**config.mk**
```make
export PLATFORM = sky130hd
export DESIGN_NAME = ahb2apb_bridge
export DESIGN_NICKNAME = d
export VERILOG_FILES = /design/src/rtl/ahb2apb_bridge.sv
export SDC_FILE = /design/constraint.sdc
export NUM_CORES = 1
export LEC_CHECK = 0
export BUFFER_PORTS_ARGS = -buffer_cell sky130_fd_sc_hd__buf_2
export CORE_MARGIN = 2
export CORE_UTILIZATION = 39
export DETAILED_ROUTE_END_ITERATION = 8
export PLACE_DENSITY = 0.68
export SLEW_MARGIN = 20
export SYNTH_ARGS = -nofsm -noshare
export SYNTH_HDL_FRONTEND = slang
export SYNTH_SLANG_ARGS = --single-unit
```
**constraint.sdc**
```tcl
create_clock -name HCLK -period 3.1 [get_ports HCLK]
set_input_delay 0.31 -clock HCLK [delete_from_list [all_inputs] [get_ports HCLK]]
set_output_delay 0.31 -clock HCLK [all_outputs]
set_load 0.005 [all_outputs]
```
**src/rtl/ahb2apb_bridge.sv**
```systemverilog
// ahb2apb_bridge: AHB-Lite slave to APB master bridge, one APB SETUP/ACCESS pair per AHB
// single transfer, with APB errors, illegal sizes and ACCESS timeouts reported as AHB ERROR.
module ahb2apb_bridge #(
    parameter logic [15:0] TIMEOUT = 16'd255
) (
    input  logic        HCLK,
    input  logic        HRESET,
    input  logic        HSEL,
    input  logic [31:0] HADDR,
    input  logic [1:0]  HTRANS,
    input  logic        HWRITE,
    input  logic [2:0]  HSIZE,
    input  logic        HREADY,
    input  logic [31:0] HWDATA,
    output logic [31:0] HRDATA,
    output logic        HREADYOUT,
    output logic        HRESP,
    output logic [31:0] PADDR,
    output logic        PSEL,
    output logic        PENABLE,
    output logic        PWRITE,
    output logic [31:0] PWDATA,
    input  logic [31:0] PRDATA,
    input  logic        PREADY,
    input  logic        PSLVERR
);
    typedef enum logic [2:0] {IDLE, LATCH, SETUP, ACCESS, ERR1, ERR2} state_t;

    state_t      state, next;
    logic [15:0] cnt;
    logic        acc, timeout_hit;

    assign acc         = HSEL & HREADY & (HTRANS inside {2'b10, 2'b11});
    assign timeout_hit = (TIMEOUT != 16'd0) && (cnt == TIMEOUT - 16'd1);

    always_ff @(posedge HCLK or posedge HRESET) begin
        if (HRESET) state <= IDLE;
        else        state <= next;
    end

    // H*/P* control outputs are pure decodes of the state register
    always_comb begin
        next      = state;
        HREADYOUT = (state == IDLE) || (state == ERR2);
        HRESP     = (state == ERR1) || (state == ERR2);
        PSEL      = (state == SETUP) || (state == ACCESS);
        PENABLE   = (state == ACCESS);
        case (state)
            IDLE, ERR2: next = !acc ? IDLE : (HSIZE <= 3'b010) ? LATCH : ERR1;
            LATCH:      next = SETUP;
            SETUP:      next = ACCESS;
            ACCESS:     next = PREADY ? (PSLVERR ? ERR1 : IDLE) : (timeout_hit ? ERR1 : ACCESS);
            ERR1:       next = ERR2;
            default:    next = IDLE;
        endcase
    end

    always_ff @(posedge HCLK or posedge HRESET) begin
        if (HRESET) begin
            HRDATA <= '0;
            PADDR  <= '0;
            PWRITE <= 1'b0;
            PWDATA <= '0;
            cnt    <= '0;
        end else begin
            if (next == LATCH) begin
                PADDR  <= HADDR;
                PWRITE <= HWRITE;
            end
            if (state == LATCH) PWDATA <= HWDATA;
            if (state == SETUP) cnt <= '0;
            else if (state == ACCESS && !PREADY) cnt <= cnt + 16'd1;
            if (state == ACCESS && PREADY && !PSLVERR && !PWRITE) HRDATA <= PRDATA;
        end
    end
endmodule

```
Yosys cells after proc, flatten, opt, wreduce, memory -nomap -nowiden
Cells that the tools add are included.
{ "word_totals": {"regBits": 116, "elab_cells": 41} }
{ "classes": {"addsub": 1, "n_lt_le_gt_ge": 1, "eq_ne": 9, "mux": 8, "n_bitwise": 2, "n_reduce_logical": 14} }
{ "ops": {"columns": ["cell", "count"], "rows": [
  ["2-to-1 mux 16 bit", 2],
  ["adder 16 x 1 -> 16 bit (second input constant)", 1],
  ["== test 16 x 8 -> 1 bit (second input constant)", 1],
  ["2-to-1 mux 3 bit", 5],
  ["case mux 3 bit (5 select lines)", 1],
  ["== test 3 x 1 -> 1 bit (second input constant)", 2],
  ["== test 3 x 2 -> 1 bit (second input constant)", 2],
  ["== test 3 bit (second input constant)", 2],
  ["== test 2 bit (second input constant)", 2],
  ["logical AND 1 bit", 4],
  ["nonzero test 2 bit", 2],
  ["<= comparator 3 x 2 -> 1 bit (second input constant)", 1],
  ["zero test 1 bit", 3],
  ["zero test 3 bit", 1],
  ["logical OR 1 bit", 3],
  ["bitwise AND 1 bit", 2],
  ["OR reduction 2 bit", 1]
]} }

Depth between registers and ports, before layout
{ "logic_depth": {"ltp_word": 6, "ltp_mapped": 6} }

Least setup slack after synthesis
Ideal clock, no wire load.
{ "synth_timing": {"path_type": "flip-flop to flip-flop", "startpoint": "reg state[2]", "endpoint": "reg PADDR[0]", "setup_time_ps": 125, "arrival_time_ps": 1563, "required_time_ps": 2975, "slack_ps": 1412, "path_stages_with_launch": 7, "n_path_buf": 2, "synth_period_minus_slack_ps": 1688, "path_cell_list": "dfrtp_1 -> xor2_1 -> nor3_1 -> and2_4 -> buf_6 -> buf_6 -> mux2_4"} }
{ "synth_via": {"elab_chain_cells": 4, "elab_cells_between_ends": 9} }
{ "synth_lines": {"columns": ["element", "line_no", "text"], "rows": [
  ["from (decl)", "29", "state_t state, next;"],
  ["from (signal assigned)", "38", "else state <= next;"],
  ["== test 3 bit or zero test 3 bit (tied branches)", "48", "case (state)"],
  ["OR reduction 2 bit", "48", null],
  ["case mux 3 bit (5 select lines) *", "48", null],
  ["== test 3 x 1 -> 1 bit *", "66", "if (next == LATCH) begin"],
  ["to (signal assigned)", "61", "PADDR <= '0;"],
  ["to (signal assigned)", "67", "PADDR <= HADDR;"],
  ["to (decl)", "18", "output logic [31:0] PADDR,"]
]} }
Every way passes the cells marked *; elsewhere a longest branch is shown, timed or not.
A chain may end at the register's enable or synchronous reset.

Worst setup path in the final report
{ "layout_timing": {"startpoint": "reg state[1]", "endpoint": "reg HRDATA[6]"} }
{ "layout_via": {"elab_chain_cells": 4} }
{ "layout_lines": {"columns": ["element", "line_no", "text"], "rows": [
  ["== test 3 x 2 -> 1 bit", "73", "if (state == ACCESS && PREADY && !PSLVERR && !PWRITE) HRDATA <= PRDATA;"],
  ["logical AND 1 bit (3 in series)", "73", null],
  ["to (signal assigned)", "60", "HRDATA <= '0;"],
  ["to (signal assigned)", "73", null],
  ["to (decl)", "15", "output logic [31:0] HRDATA,"]
]} }
Every way passes these cells.

==> results.yml <==
setup_path:
  number_of_cells_on_the_worst_reg_to_reg_path: 4
  cp_num_cells: 4
  crit_buf_inv: 0
  critical_path_required_ns: 3.38
  end_kind: "flop"
  cp-endpoint: "HRDATA[6]"
  ff2ff_setup_slack_ns: 0.81
  worstReg2RegStart: "state[1]"
  timing.critical_path.arrival_ns: 2.57
  critPathKind: "reg -> reg"
  timing.critical_path.slowest_cell_delay_ns: 0.65
  cp-startpoint: "state[1]"
  crit_chain: "and2b_1 -> and2_1 -> nand3_2 -> mux2_2"
  worst_r2r_endpoint: "HRDATA[6]"
  crit_fanout: 32
  critical_path.top_delay_family: "simple AND/OR/NAND/NOR gates"
  worst_path_slowest_cell: "sky130_fd_sc_hd__nand3_2"
  worst_setup_path_start_kind: "flop"
yosys:
  ys_top_cells_by_area: "sky130_fd_sc_hd__dfrtp_1 (60%), sky130_fd_sc_hd__mux2_2 (16%), sky130_fd_sc_hd__mux2_4 (9.3%), sky130_fd_sc_hd__nor2_1 (1.4%), sky130_fd_sc_hd__xnor2_1 (1.1%)"
  yosysSeqAreaShare: 0.6012
  synth_top_area_frac: 0.6012
  postSynth.topFlopCell: "sky130_fd_sc_hd__dfrtp_1"
  flip_flop_and_latch_count_after_synthesis: 116
  netlist-cell-type-count: 40
  synth_nets: 433
  synth_largest_area_cell: "sky130_fd_sc_hd__dfrtp_1"
  post_synth_instance_area_um2: 4828
  synth.most_common_cell: "sky130_fd_sc_hd__dfrtp_1"
  post_synth_inst_count: 323
  async_sr_flop_fraction: 1.000
  synthTopCellsByCount: "sky130_fd_sc_hd__dfrtp_1 (116), sky130_fd_sc_hd__mux2_2 (67), sky130_fd_sc_hd__mux2_4 (30), sky130_fd_sc_hd__nor2_1 (18), sky130_fd_sc_hd__nand2_1 (12)"
  syn_avg_cell_area_um2: 14.95
  warnings_from_yosys: 0
  synth_enable_flop_cells: 0
clock_tree:
  clock_tree.root_cell: "sky130_fd_sc_hd__clkbuf_16"
  post-cts-setup-buffer-count: 0
  max-clock-path-buffers: 2
  htree_num_levels: 4
  clock_latency_ns: 0.40
  cts_tree: "yes"
  tritoncts.num_buffers: 17
  post_cts_resize_count: 0
  cts.sinks: 116
  path_clk_slew_ns: 0.05
place:
  place.detailed.hpwl_um: 8246
  portBuffers: 207
  final_weighted_congestion_in_routability_driven_placement: 0.8331
die:
  boundaryPins: 209
  floorplan.rows: 40
  die_x_um: 115.3
  die_area_um2: 13290
  floorplan.initialDensity: 0.4003
  dieHeight_um: 115.3
  design.core.area_um2: 12060
timing:
  post-route-min-period_ns: 2.288
  report.final.slew_viol_count: 0
  final_cycle_share: 0.7382
  fmax_mhz: 437.0
  timing_hold_violations_final: 0
  timing.max_slew.rel_slack: 0.4583
  final.setup.tns_ns: 0
  finalSetupViolations: 0
  timing_worst_slew_pin_value_ns: 0.8116
  timing.clock.skew_ns: 0.006602
  rsz0062_at_grt: "false"
global_route:
  grt_first_pass_wirelength_um: 17460
  remaining_global_route_overflow: 0
  vias_in_the_first_global_route: 3452
  grt_start_max_net_pins: 50
  grt_usage: 0.1723
  antenna_found_initial: 0
finish:
  finalNetCount: 652
  fraction_of_final_layout_cells_sized_beyond_drive_strength_1: 0.6252
  final_core_util: 0.5535
  area_of_combinational_cells_with_multiple_inputs_um2: 1821
  seqCellArea_um2: 2903
  areaGrowthSynthToFinish_pct: 38.27
  fill_cells: 1007
  antenna_cells_inserted: 0
drt:
  routed_via_density: 4.674
  num_vias: 3379
  drtPass1Iterations: 4
  drt_iter0_markers: 158
  post_drt_wl_per_cell_um: 15.58
  wirelength_um: 11270
  final_antenna_net_count: 0
  drc: 0
hold_path:
  hp-class: "in -> reg"
power_and_ir_drop:
  fin_total_pwr_mw: 6.633
  vdd.ir_drop.worst_uv: 497.9
  total_power_per_unit_cell_area_nw_per_um2: 993.4
  leakage_power_nw: 3.355
run:
  max_cap_violations: 0
outcome:
  status: "completed"
[flip-flops by register name, summed over array words and instances (netlist names)]
signal	flops
PWDATA	32
cnt	16
PADDR	32
HRDATA	32
state	3
PWRITE	1
[area by class of cell]
class | instances | share of cell area
Sequential cell | 116 | 0.4348
Multi-Input combinational cell | 192 | 0.2727
Timing Repair Buffer | 213 | 0.1660
Clock buffer | 24 | 0.07515
Tap cell | 168 | 0.03148
Clock inverter | 8 | 0.01818
Inverter | 2 | 0.001687
[what timing repair did]
item,4_1_cts,5_1_grt
hold buffers,0,1
hold endpoints to repair,0,11
setup endpoints to repair,0,0
[where the power goes]
part           switching, mW  internal, mW
Sequential             0.359          2.18
Clock                  0.656          1.37
Combinational          0.820          1.25
Total                   1.83          4.80
[how the worst min path moves through the flow]
stage                 end  depth (start not counted)  slack [ns]       start
2_1_floorplan    state[2]                          2        0.46      PREADY
5_1_grt         PADDR[10]                          2        0.12   HADDR[10]
3_3_place_gp    PWDATA[2]                          1        0.48   PWDATA[2]
3_5_place_dp    PADDR[25]                          1        0.49   PADDR[25]
6_report       PWDATA[26]                          2        0.14  HWDATA[26]
4_1_cts        PWDATA[26]                          2        0.11  HWDATA[26]
[metal layers]
layer	part of all wire	vias to the layer above	GRT usage	routed length, um
li1	-	1583	-	-
met2	0.49	142	0.2773	5474
met4	0.011	0	0.07149	119
met1	0.43	1644	0.2124	4840
met3	0.074	10	0.06009	832
met5	0	-	0	0
[stage by stage]
step | instance area (um2) | worst slack, ns | hold slack (ns) | instances
global placement | 6023 | 0.8901 | 0.4837 | 689
floorplan | 4832 | 1.377 | 0.4570 | 323
finish | 6676 | 0.8116 | 0.1354 | 723
global route | 6676 | 0.6063 | 0.1188 | 723
detailed placement | 6023 | 0.8145 | 0.4871 | 689
CTS | 6646 | 0.7898 | 0.1125 | 721
[placed cells by master, fill, tap and decap left out, drive strengths merged, types with 2 or more instances in the layout]
cell type / n
nor2: 18
xnor2: 6
dfrtp: 116
clkinv: 4
nand3: 7
and2: 4
ha: 2
mux2: 97
a31o: 2
nor4: 3
a21oi: 5
and3: 2
clkinvlp: 2
nand4: 5
nor2b: 3
nand2: 12
clkbuf: 24
nor3: 5
xor2: 5
o21ai: 2
bufinv: 3
and4: 2
buf: 212
[cells by family after synthesis]
kind of cell / Yosys count / synth area share
AOI/OAI and AO/OA: 13 / 0.01814
xor gates and xnor gates: 11 / 0.01995
adders and majority gates: 2 / 0.005182
buffers and inverters: 15 / 0.02306
DFF: 116 / 0.6012
muxes: 98 / 0.2516
and+or+nand+nor: 68 / 0.08085
Note: power is estimated with default switching activity, not from simulation.
